[config.mk]
export PLATFORM = sky130hd
export DESIGN_NAME = mem_arbiter_flat
export DESIGN_NICKNAME = d
export VERILOG_FILES = /design/src/rtl/mem_arbiter_if.sv /design/src/rtl/mem_arbiter.sv /design/src/flat_wrapper.sv
export SDC_FILE = /design/constraint.sdc
export NUM_CORES = 1
export LEC_CHECK = 0
export ABC_AREA = 0
export BUFFER_PORTS_ARGS = -buffer_cell sky130_fd_sc_hd__buf_2
export CORE_AREA = 2 2 106 108
export CTS_BUF_LIST = sky130_fd_sc_hd__clkbuf_4 sky130_fd_sc_hd__clkbuf_8 sky130_fd_sc_hd__clkbuf_16
export CTS_CLUSTER_SIZE = 40
export DETAILED_ROUTE_END_ITERATION = 16
export DIE_AREA = 0 0 108 110
export HOLD_SLACK_MARGIN = 0.03
export PLACE_DENSITY_LB_ADDON = 0.3
export SYNTH_ARGS = -nofsm -noshare
export SYNTH_HDL_FRONTEND = slang
export SYNTH_SLANG_ARGS = --single-unit
[constraint.sdc]
create_clock -name clk -period 1.5 [get_ports clk]
set_input_delay 0.15 -clock clk [delete_from_list [all_inputs] [get_ports clk]]
set_output_delay 0.15 -clock clk [all_outputs]
set_load 0.02 [all_outputs]
[src/rtl/mem_arbiter_if.sv]
// Bus bundle between fetch, load/store path, arbiter and the memory macro.
// The slave modport is the arbiter's view; master is the surrounding system.
interface mem_arbiter_if;
    logic        if_req;
    logic [31:0] if_addr;
    logic        if_gnt;
    logic        if_rvalid;
    logic [31:0] if_rdata;
    logic        d_req;
    logic        d_we;
    logic [3:0]  d_be;
    logic [31:0] d_addr;
    logic [31:0] d_wdata;
    logic        d_gnt;
    logic        d_rvalid;
    logic [31:0] d_rdata;
    logic        mem_ready;
    logic        mem_en;
    logic [3:0]  mem_we;
    logic [31:0] mem_addr;
    logic [31:0] mem_wdata;
    logic [31:0] mem_rdata;

    modport slave (
        input  if_req, if_addr,
        output if_gnt, if_rvalid, if_rdata,
        input  d_req, d_we, d_be, d_addr, d_wdata,
        output d_gnt, d_rvalid, d_rdata,
        input  mem_ready, mem_rdata,
        output mem_en, mem_we, mem_addr, mem_wdata
    );

    modport master (
        output if_req, if_addr,
        input  if_gnt, if_rvalid, if_rdata,
        output d_req, d_we, d_be, d_addr, d_wdata,
        input  d_gnt, d_rvalid, d_rdata,
        output mem_ready, mem_rdata,
        input  mem_en, mem_we, mem_addr, mem_wdata
    );
endinterface

[src/rtl/mem_arbiter.sv]
// Single-port memory arbiter: data-priority grants with fetch anti-starvation,
// and one-cycle read-data steering back to the requester that issued the read.
module mem_arbiter #(
    parameter int unsigned STARVE_MAX = 4
) (
    input  logic          clk,
    input  logic          reset,
    mem_arbiter_if.slave  bus
);

    typedef enum logic [1:0] {
        OWN_NONE = 2'd0,
        OWN_IF   = 2'd1,
        OWN_DATA = 2'd2
    } own_e;

    localparam logic [3:0] LP_MAX = 4'(STARVE_MAX);

    own_e       r_rd_own;
    own_e       w_rd_own_nxt;
    logic [3:0] r_starve_cnt;
    logic [3:0] w_starve_nxt;
    logic       w_rdy;
    logic       w_fetch_pri;
    logic       w_if_gnt;
    logic       w_d_gnt;

    // Grants are gated by reset so every output reads 0 while it is held low.
    assign w_rdy       = reset & bus.mem_ready;
    assign w_fetch_pri = (r_starve_cnt == LP_MAX);
    assign w_if_gnt    = w_rdy & bus.if_req & (~bus.d_req | w_fetch_pri);
    assign w_d_gnt     = w_rdy & bus.d_req & ~w_if_gnt;

    always_ff @(posedge clk or negedge reset) begin
        if (!reset) begin
            r_rd_own     <= OWN_NONE;
            r_starve_cnt <= '0;
        end else begin
            r_rd_own     <= w_rd_own_nxt;
            r_starve_cnt <= w_starve_nxt;
        end
    end

    always_comb begin
        w_rd_own_nxt = OWN_NONE;
        unique case (1'b1)
            w_if_gnt:             w_rd_own_nxt = OWN_IF;
            w_d_gnt & ~bus.d_we:  w_rd_own_nxt = OWN_DATA;
            default:              w_rd_own_nxt = OWN_NONE;
        endcase
    end

    always_comb begin
        w_starve_nxt = r_starve_cnt;
        if (!bus.if_req || w_if_gnt) begin
            w_starve_nxt = '0;
        end else if (bus.mem_ready && r_starve_cnt < LP_MAX) begin
            w_starve_nxt = r_starve_cnt + 4'd1;
        end
    end

    always_comb begin
        bus.if_gnt    = w_if_gnt;
        bus.d_gnt     = w_d_gnt;
        bus.mem_en    = w_if_gnt | w_d_gnt;
        bus.mem_we    = '0;
        bus.mem_addr  = '0;
        bus.mem_wdata = '0;
        bus.if_rvalid = (r_rd_own == OWN_IF);
        bus.d_rvalid  = (r_rd_own == OWN_DATA);
        bus.if_rdata  = '0;
        bus.d_rdata   = '0;
        unique case (1'b1)
            w_if_gnt: begin
                bus.mem_addr = bus.if_addr;
            end
            w_d_gnt: begin
                bus.mem_addr  = bus.d_addr;
                bus.mem_wdata = bus.d_wdata;
                bus.mem_we    = bus.d_we ? bus.d_be : 4'b0000;
            end
            default: ;
        endcase
        if (bus.if_rvalid) bus.if_rdata = bus.mem_rdata;
        if (bus.d_rvalid)  bus.d_rdata  = bus.mem_rdata;
    end

endmodule

[src/flat_wrapper.sv]
// flat-port wrapper written by rule: the top's interface ports become plain ports
module mem_arbiter_flat 
#(
    parameter int unsigned STARVE_MAX = 4
)
  (clk, reset, bus_if_req, bus_if_addr, bus_if_gnt, bus_if_rvalid, bus_if_rdata, bus_d_req, bus_d_we, bus_d_be, bus_d_addr, bus_d_wdata, bus_d_gnt, bus_d_rvalid, bus_d_rdata, bus_mem_ready, bus_mem_rdata, bus_mem_en, bus_mem_we, bus_mem_addr, bus_mem_wdata);
  mem_arbiter_if bus_i ();
  input  logic clk;
  input  logic reset;
  input wire logic [$bits(bus_i.if_req)-1:0] bus_if_req;
  input wire logic [$bits(bus_i.if_addr)-1:0] bus_if_addr;
  output wire logic [$bits(bus_i.if_gnt)-1:0] bus_if_gnt;
  output wire logic [$bits(bus_i.if_rvalid)-1:0] bus_if_rvalid;
  output wire logic [$bits(bus_i.if_rdata)-1:0] bus_if_rdata;
  input wire logic [$bits(bus_i.d_req)-1:0] bus_d_req;
  input wire logic [$bits(bus_i.d_we)-1:0] bus_d_we;
  input wire logic [$bits(bus_i.d_be)-1:0] bus_d_be;
  input wire logic [$bits(bus_i.d_addr)-1:0] bus_d_addr;
  input wire logic [$bits(bus_i.d_wdata)-1:0] bus_d_wdata;
  output wire logic [$bits(bus_i.d_gnt)-1:0] bus_d_gnt;
  output wire logic [$bits(bus_i.d_rvalid)-1:0] bus_d_rvalid;
  output wire logic [$bits(bus_i.d_rdata)-1:0] bus_d_rdata;
  input wire logic [$bits(bus_i.mem_ready)-1:0] bus_mem_ready;
  input wire logic [$bits(bus_i.mem_rdata)-1:0] bus_mem_rdata;
  output wire logic [$bits(bus_i.mem_en)-1:0] bus_mem_en;
  output wire logic [$bits(bus_i.mem_we)-1:0] bus_mem_we;
  output wire logic [$bits(bus_i.mem_addr)-1:0] bus_mem_addr;
  output wire logic [$bits(bus_i.mem_wdata)-1:0] bus_mem_wdata;
  assign bus_i.if_req = bus_if_req;
  assign bus_i.if_addr = bus_if_addr;
  assign bus_if_gnt = bus_i.if_gnt;
  assign bus_if_rvalid = bus_i.if_rvalid;
  assign bus_if_rdata = bus_i.if_rdata;
  assign bus_i.d_req = bus_d_req;
  assign bus_i.d_we = bus_d_we;
  assign bus_i.d_be = bus_d_be;
  assign bus_i.d_addr = bus_d_addr;
  assign bus_i.d_wdata = bus_d_wdata;
  assign bus_d_gnt = bus_i.d_gnt;
  assign bus_d_rvalid = bus_i.d_rvalid;
  assign bus_d_rdata = bus_i.d_rdata;
  assign bus_i.mem_ready = bus_mem_ready;
  assign bus_i.mem_rdata = bus_mem_rdata;
  assign bus_mem_en = bus_i.mem_en;
  assign bus_mem_we = bus_i.mem_we;
  assign bus_mem_addr = bus_i.mem_addr;
  assign bus_mem_wdata = bus_i.mem_wdata;
  mem_arbiter #(.STARVE_MAX(STARVE_MAX)) u_core (.clk(clk), .reset(reset), .bus(bus_i));
endmodule
# ---- Word-level counts from Yosys, hierarchy flattened
# Cells that the tools add are included.
dict set report word_totals {
  latch_bits 0
  elab_cells 31
  mem_bits_ro 0
  mem_count 0
  regBits 6
  input_bits 138
  mem_bits_rw 0
}
dict set report classes {
  n_mux 9
  addsub 1
  n_bitwise 11
  reduce_logical 4
  magnitude_cmp 1
  n_mul 0
  shifts 0
  div 0
  eq_ne 3
}
# op count
set op_table {}
lappend op_table {{32-bit 2-to-1 mux} 3}
lappend op_table {{32-bit one-hot mux with 2 select lines} 1}
lappend op_table {{4-bit 2-to-1 mux} 4}
lappend op_table {{1-bit AND} 6}
lappend op_table {{4-bit by 1-bit adder with 4-bit output, second input constant} 1}
lappend op_table {{4-bit by 3-bit == test with 1-bit output, second input constant} 1}
lappend op_table {{4-bit by 3-bit < comparator with 1-bit output, second input constant} 1}
lappend op_table {{2-bit one-hot mux with 2 select lines} 1}
lappend op_table {{1-bit NOT} 3}
lappend op_table {{2-bit by 1-bit == test with 1-bit output, second input constant} 1}
lappend op_table {{2-bit == test, second input constant} 1}
lappend op_table {{1-bit bitwise OR} 2}
lappend op_table {{2-bit nonzero test} 1}
lappend op_table {{1-bit logical AND} 1}
lappend op_table {{1-bit logical NOT} 1}
lappend op_table {{1-bit logical OR} 1}

# ---- Logic depth before layout (Yosys ltp)
dict set report logic_depth {
  word_depth 7
  ltp_mapped 7
}

# ---- Least setup slack after synthesis
# No wires, ideal clock.
dict set report synth_timing {
  kind {flip-flop to output port}
  from {reg u_core.r_starve_cnt[0]}
  to {out bus_mem_addr[16]}
  t_required_ns 1.350
  stages_incl_launch_ff 8
  arrival_ns 1.441
  setup_slack_ns -0.091
  cell_sequence {dfrtp_1 > inv_1 > ha_1 > nand4b_2 > nand2_1 > buf_4 > buf_4 > o22ai_1}
}
dict set report synth_via {
  elab_chain_len 6
}
# item line
set synth_lines {}
lappend synth_lines {{start, declared} mem_arbiter.sv:21} ;# logic [3:0] r_starve_cnt;
lappend synth_lines {{start signal, assigned} mem_arbiter.sv:40} ;# r_starve_cnt <= w_starve_nxt;
lappend synth_lines {{4-bit by 3-bit == test with 1-bit output (*)} mem_arbiter.sv:30} ;# assign w_fetch_pri = (r_starve_cnt == LP_MAX);
lappend synth_lines {{1-bit bitwise OR (*)} mem_arbiter.sv:31} ;# assign w_if_gnt = w_rdy & bus.if_req & (~bus.d_req | w_fetch_pri);
lappend synth_lines {{1-bit AND (*)} mem_arbiter.sv:31}
lappend synth_lines {{1-bit NOT} mem_arbiter.sv:32} ;# assign w_d_gnt = w_rdy & bus.d_req & ~w_if_gnt;
lappend synth_lines {{1-bit AND} mem_arbiter.sv:32}
lappend synth_lines {{32-bit one-hot mux with 2 select lines (*)} mem_arbiter.sv:73} ;# unique case (1'b1)
lappend synth_lines {{end, declared} flat_wrapper.sv:27} ;# output wire logic [$bits(bus_i.mem_addr)-1:0] bus_mem_addr;
# Mark *: on every way between the ends. The rest lies on a longest branch, timed or not.

# ---- Final worst setup path
dict set report layout_timing {
  from {reg u_core.r_starve_cnt[0]}
  to {out bus_mem_addr[8]}
}
# The elaborated chain is that of the path after synthesis.

==> impl_summary.txt <==
----------------------------------------------------
[Timing]
  Final number of max-transition violations ... 0
  Worst slew pin tran ... 0.437 ns
  Setup Skew ... 0.000575 ns
  Setup-failing EPs final ... 70
  Final min period ... 1.84 ns
  Fmax ... 542 MHz
  Unrepaired setup endpoints after global routing ... yes
  Hold violation count in the final report ... 0
  Setup slack of the critical path after layout ... -0.343 ns
  Headroom to the max-slew limit ... 0.708
  Portion of the clock cycle consumed by the worst path in the final layout ... 1.23

[Drt]
  Avg WL per Cell ... 12.6 µm
  Post-DRT Antenna Nets ... 0
  Via density ... around 4.2
  Initial DRC Count ... 159
  Drc violations ... 0
  Overall via count from detail_route ... ~2800
  Number of search-and-repair iterations in the first detailed-routing pass ... 4
  Final WL ... 8.50 mm

[Synth]
  Fraction of synthesized area in multiplexers ... 0.00594
  Total standard cell area after synthesis ... 0.00169 mm²
  Post-synth net total ... 406
  Portion of the post-synthesis area used by sequential elements ... 0.0891
  Total number of yosys warnings ... 0
  Netlist cell types ... 25
  Fraction of the mapped netlist area in simple logic gates ... 0.582
  Synthesis-stage register bit count ... 6
  Arithmetic-cell share of the synthesized area counting full adders, half adders and majority gates ... 0.0148
  Main combinational cell family by area after synthesis ... simple AND/OR/NAND/NOR gates
  Average cell area after synthesis ... 6.34 µm²
  Number of instances in the synthesized netlist ... 266
  Share of the synthesized netlist area taken by xor and xnor gates ... 0.00520
  Compound-Gate Fraction of Synth Area ... 0.175

[Power and ir drop]
  Power dissipated by switching net loads ... 484 µW
  Switching fraction of total power ... 0.404
  Max VDD drop ... 0.157 mV
  Share of total power in sequential cells ... 0.144
  Static leakage power ... 0.00216 µW
  Cell area power density ... between 300 and 400 mW/mm²
  Clock power frac ... 0.204
  Gate power share ... 0.652
  Internal Dissipation ... 712 µW

[Place]
  Count of input and output buffers ... 274
  Pre-CTS worst setup slack ... -0.108 ns
  Placed cell count ... 670
  Detailed-placement wirelength estimate ... 6.97 mm
  Final Wtd Congestion ... 0.709

[CTS]
  Post-CTS Setup Bufs ... 0
  Buffer levels on the longest clock path ... 2
  Root buffer selected by CTS ... sky130_fd_sc_hd__clkbuf_8
  H-tree level count ... 1
  Reg clk slew, reported paths ... 0.04 ns
  Sinks on Clock Net ... 6
  Total CTS buffers ... 3
  CTS tree ... built
  Clk_lat worst skew ... 0.22 ns

[Cells and area]
  Final Instance Count excl. Fillers ... a little under 700
  Final-layout fill cell count ... between 1000 and 1500
  Combined area of the multi-input logic cells ... 0.00149 mm²
  Area growth from synthesis to final layout ... 117%
  Antenna Diode Count ... 0
  Number of nets in the finished design ... between 600 and 700
  Fraction of final layout cells sized beyond drive strength 1 ... 0.625
  Register area ... 150 µm²

[Floorplan]
  Die area ... 0.0119 mm²
  Die width ... 108 µm
  Starting density of the core ... 0.158
  Core box area ... 0.0107 mm²
  Die height ... roughly 110 µm
  Ports ... 275
  Row count ... 38

[Worst setup path]
  Critical path peak fanout ... 34
  Slowest cell on the critical path ... sky130_fd_sc_hd__dfrtp_1
  Required @ worst endpoint ... 1.35 ns
  Sort of element at the end of the critical path ... output port
  Reg2Reg Depth ... 6
  Worst Path Class, Setup ... flip-flop to output port
  Largest stage delay, worst path ... 0.36 ns
  Critical-path cell list ... inv_1, ha_2, nand4b_4, a21boi_4, buf_12, o22ai_1, buf_4
  Critical Path Start Type ... flip-flop
  Data arrival time of the critical path ... 1.69 ns

[Outcome]
  Violations in the final reports ... negative setup slack
  Status ... complete, but fails checks

[Global route]
  Via count of the first global-routing pass ... 2423
  Largest net degree at the start of global routing ... 35
  Number of antenna violations at the first check in global routing ... 0
  Wire length of the first global-routing pass ... ~12 mm
  Overall fraction of global-route tracks in use ... 0.121
  Gr ovfl total ... 0

[Flow run]
  Max_cap viols ... 0

[Worst hold path]
  Hold Path Cell Cnt ... 2
  Tightest Hold Check Type ... input pin to flip-flop

----------------------------------------------------
registers in the layout, indices dropped and copies added, names as in the netlist:
signal / cells
u_core.r_rd_own: 2
u_core.r_starve_cnt: 4
power groups by stage:
stage               clock [µW]  combinational [µW]  sequential (µW)
global placement             0                 697              174
CTS                        250                 753              172
detailed placement           0                 709              174
global route               262                 851              173
floorplan                    0                 377              175
finish                     244                 780              172
final timing paths:
path / start / end / slack, ns
setup / recovery: u_core.r_starve_cnt[0]$_DFFE_PN0P_ / bus_mem_addr[8] / -0.34
hold / removal: bus_d_we / u_core.r_rd_own[1]$_DFF_PN0_ / 0.17
setup reg to reg: u_core.r_starve_cnt[0]$_DFFE_PN0P_ / u_core.r_rd_own[1]$_DFF_PN0_ / 0.17
hold reg to reg: u_core.r_starve_cnt[2]$_DFFE_PN0P_ / u_core.r_starve_cnt[2]$_DFFE_PN0P_ / 0.61
max in group asynchronous: reset / u_core.r_rd_own[1]$_DFF_PN0_ / 0.81
min in group asynchronous: reset / u_core.r_starve_cnt[3]$_DFFE_PN0P_ / 0.46
cells by family (layout without fill, tap and decap cells):
family | after synthesis | after routing
flip-flops | 6 | 6
adder cells (fa/ha/maj) | 2 | 2
AND/OR/NAND/NOR | 187 | 187
multiplexers | 1 | 1
AO/OA/AOI/OAI | 36 | 36
XOR/XNOR | 1 | 1
buffers and inverters | 33 | 301
area by class of cell:
cell class | instances | area share
clock buffer | 3 | 0.0113
inverter | 5 | 0.00513
multi-input combinational | 227 | 0.406
timing repair buffer | 293 | 0.489
tap | 140 | 0.0478
sequential | 6 | 0.0410
per-layer routing:
layer,up-vias,GRT usage,part of all wire
met3,7,0.0194,0.099
met5,-,0,0
met4,0,0.0302,0.011
met1,1244,0.128,0.34
li1,1418,-,-
met2,173,0.248,0.55
Yosys cell counts:
cell type	count	area share
sky130_fd_sc_hd__buf_4	7	0.031
sky130_fd_sc_hd__nor2_1	9	0.020
sky130_fd_sc_hd__a31oi_1	1	0.0037
sky130_fd_sc_hd__buf_2	4	0.012
sky130_fd_sc_hd__mux2i_1	1	0.0059
sky130_fd_sc_hd__nand4b_2	1	0.0089
sky130_fd_sc_hd__dfrtp_1	6	0.089
sky130_fd_sc_hd__ha_1	2	0.015
sky130_fd_sc_hd__and2_4	1	0.0052
sky130_fd_sc_hd__o22ai_1	23	0.085
sky130_fd_sc_hd__and2_1	65	0.24
sky130_fd_sc_hd__o21ai_0	1	0.0030
sky130_fd_sc_hd__clkbuf_1	9	0.020
sky130_fd_sc_hd__xnor2_1	1	0.0052
sky130_fd_sc_hd__nor2b_1	2	0.0074
sky130_fd_sc_hd__a21boi_4	1	0.011
sky130_fd_sc_hd__and3_1	32	0.12
sky130_fd_sc_hd__nand2_1	70	0.16
sky130_fd_sc_hd__nand4b_1	1	0.0052
sky130_fd_sc_hd__nor3b_1	1	0.0045
sky130_fd_sc_hd__o221ai_1	1	0.0052
sky130_fd_sc_hd__buf_6	8	0.053
sky130_fd_sc_hd__inv_1	5	0.011
sky130_fd_sc_hd__nor3_1	5	0.015
sky130_fd_sc_hd__o22ai_2	9	0.067
cells in the final DEF (no fill, tap or decap), types with 5 or more instances in the layout:
cell type and instances:
sky130_fd_sc_hd__and2_1 64, sky130_fd_sc_hd__nor2_1 8, sky130_fd_sc_hd__buf_4 24, sky130_fd_sc_hd__buf_6 29, sky130_fd_sc_hd__buf_2 233, sky130_fd_sc_hd__inv_1 5
sky130_fd_sc_hd__o22ai_2 28, sky130_fd_sc_hd__buf_12 5, sky130_fd_sc_hd__nand2_1 70, sky130_fd_sc_hd__dfrtp_1 6, sky130_fd_sc_hd__and3_1 31
per-stage QoR:
stage | hold WS, ns | cell area (µm²) | utilization | TNS (ns) | total power, µW
finish | 0.172 | 3660 | 0.342 | -18.93 | 1200
floorplan | -0.146 | 1740 | - | -1.26 | 552
CTS | 0.177 | 3520 | 0.329 | -19.08 | 1170
global route | 0.194 | 3660 | 0.342 | -24.98 | 1290
detailed placement | 0.0666 | 3290 | 0.308 | -3.56 | 883
global placement | 0.0672 | 3290 | 0.308 | -2.03 | 871
worst max-delay path, delay by kind of cell (launching register included):
kind | cells | cell delay [ns]
simple gates | 1 | 0.11
compound gates | 2 | 0.36
flops | 1 | 0.36
buf+inv | 3 | 0.41
fa+ha+maj | 1 | 0.20
timing repair:
action	4_1_cts	5_1_grt
endpoints found under the hold margin	6	0
hold buffers	1	0
pin swaps	0	0
resized for setup	57	31
endpoints found under the setup margin	70	73
Power figures use the tool's default switching activity.
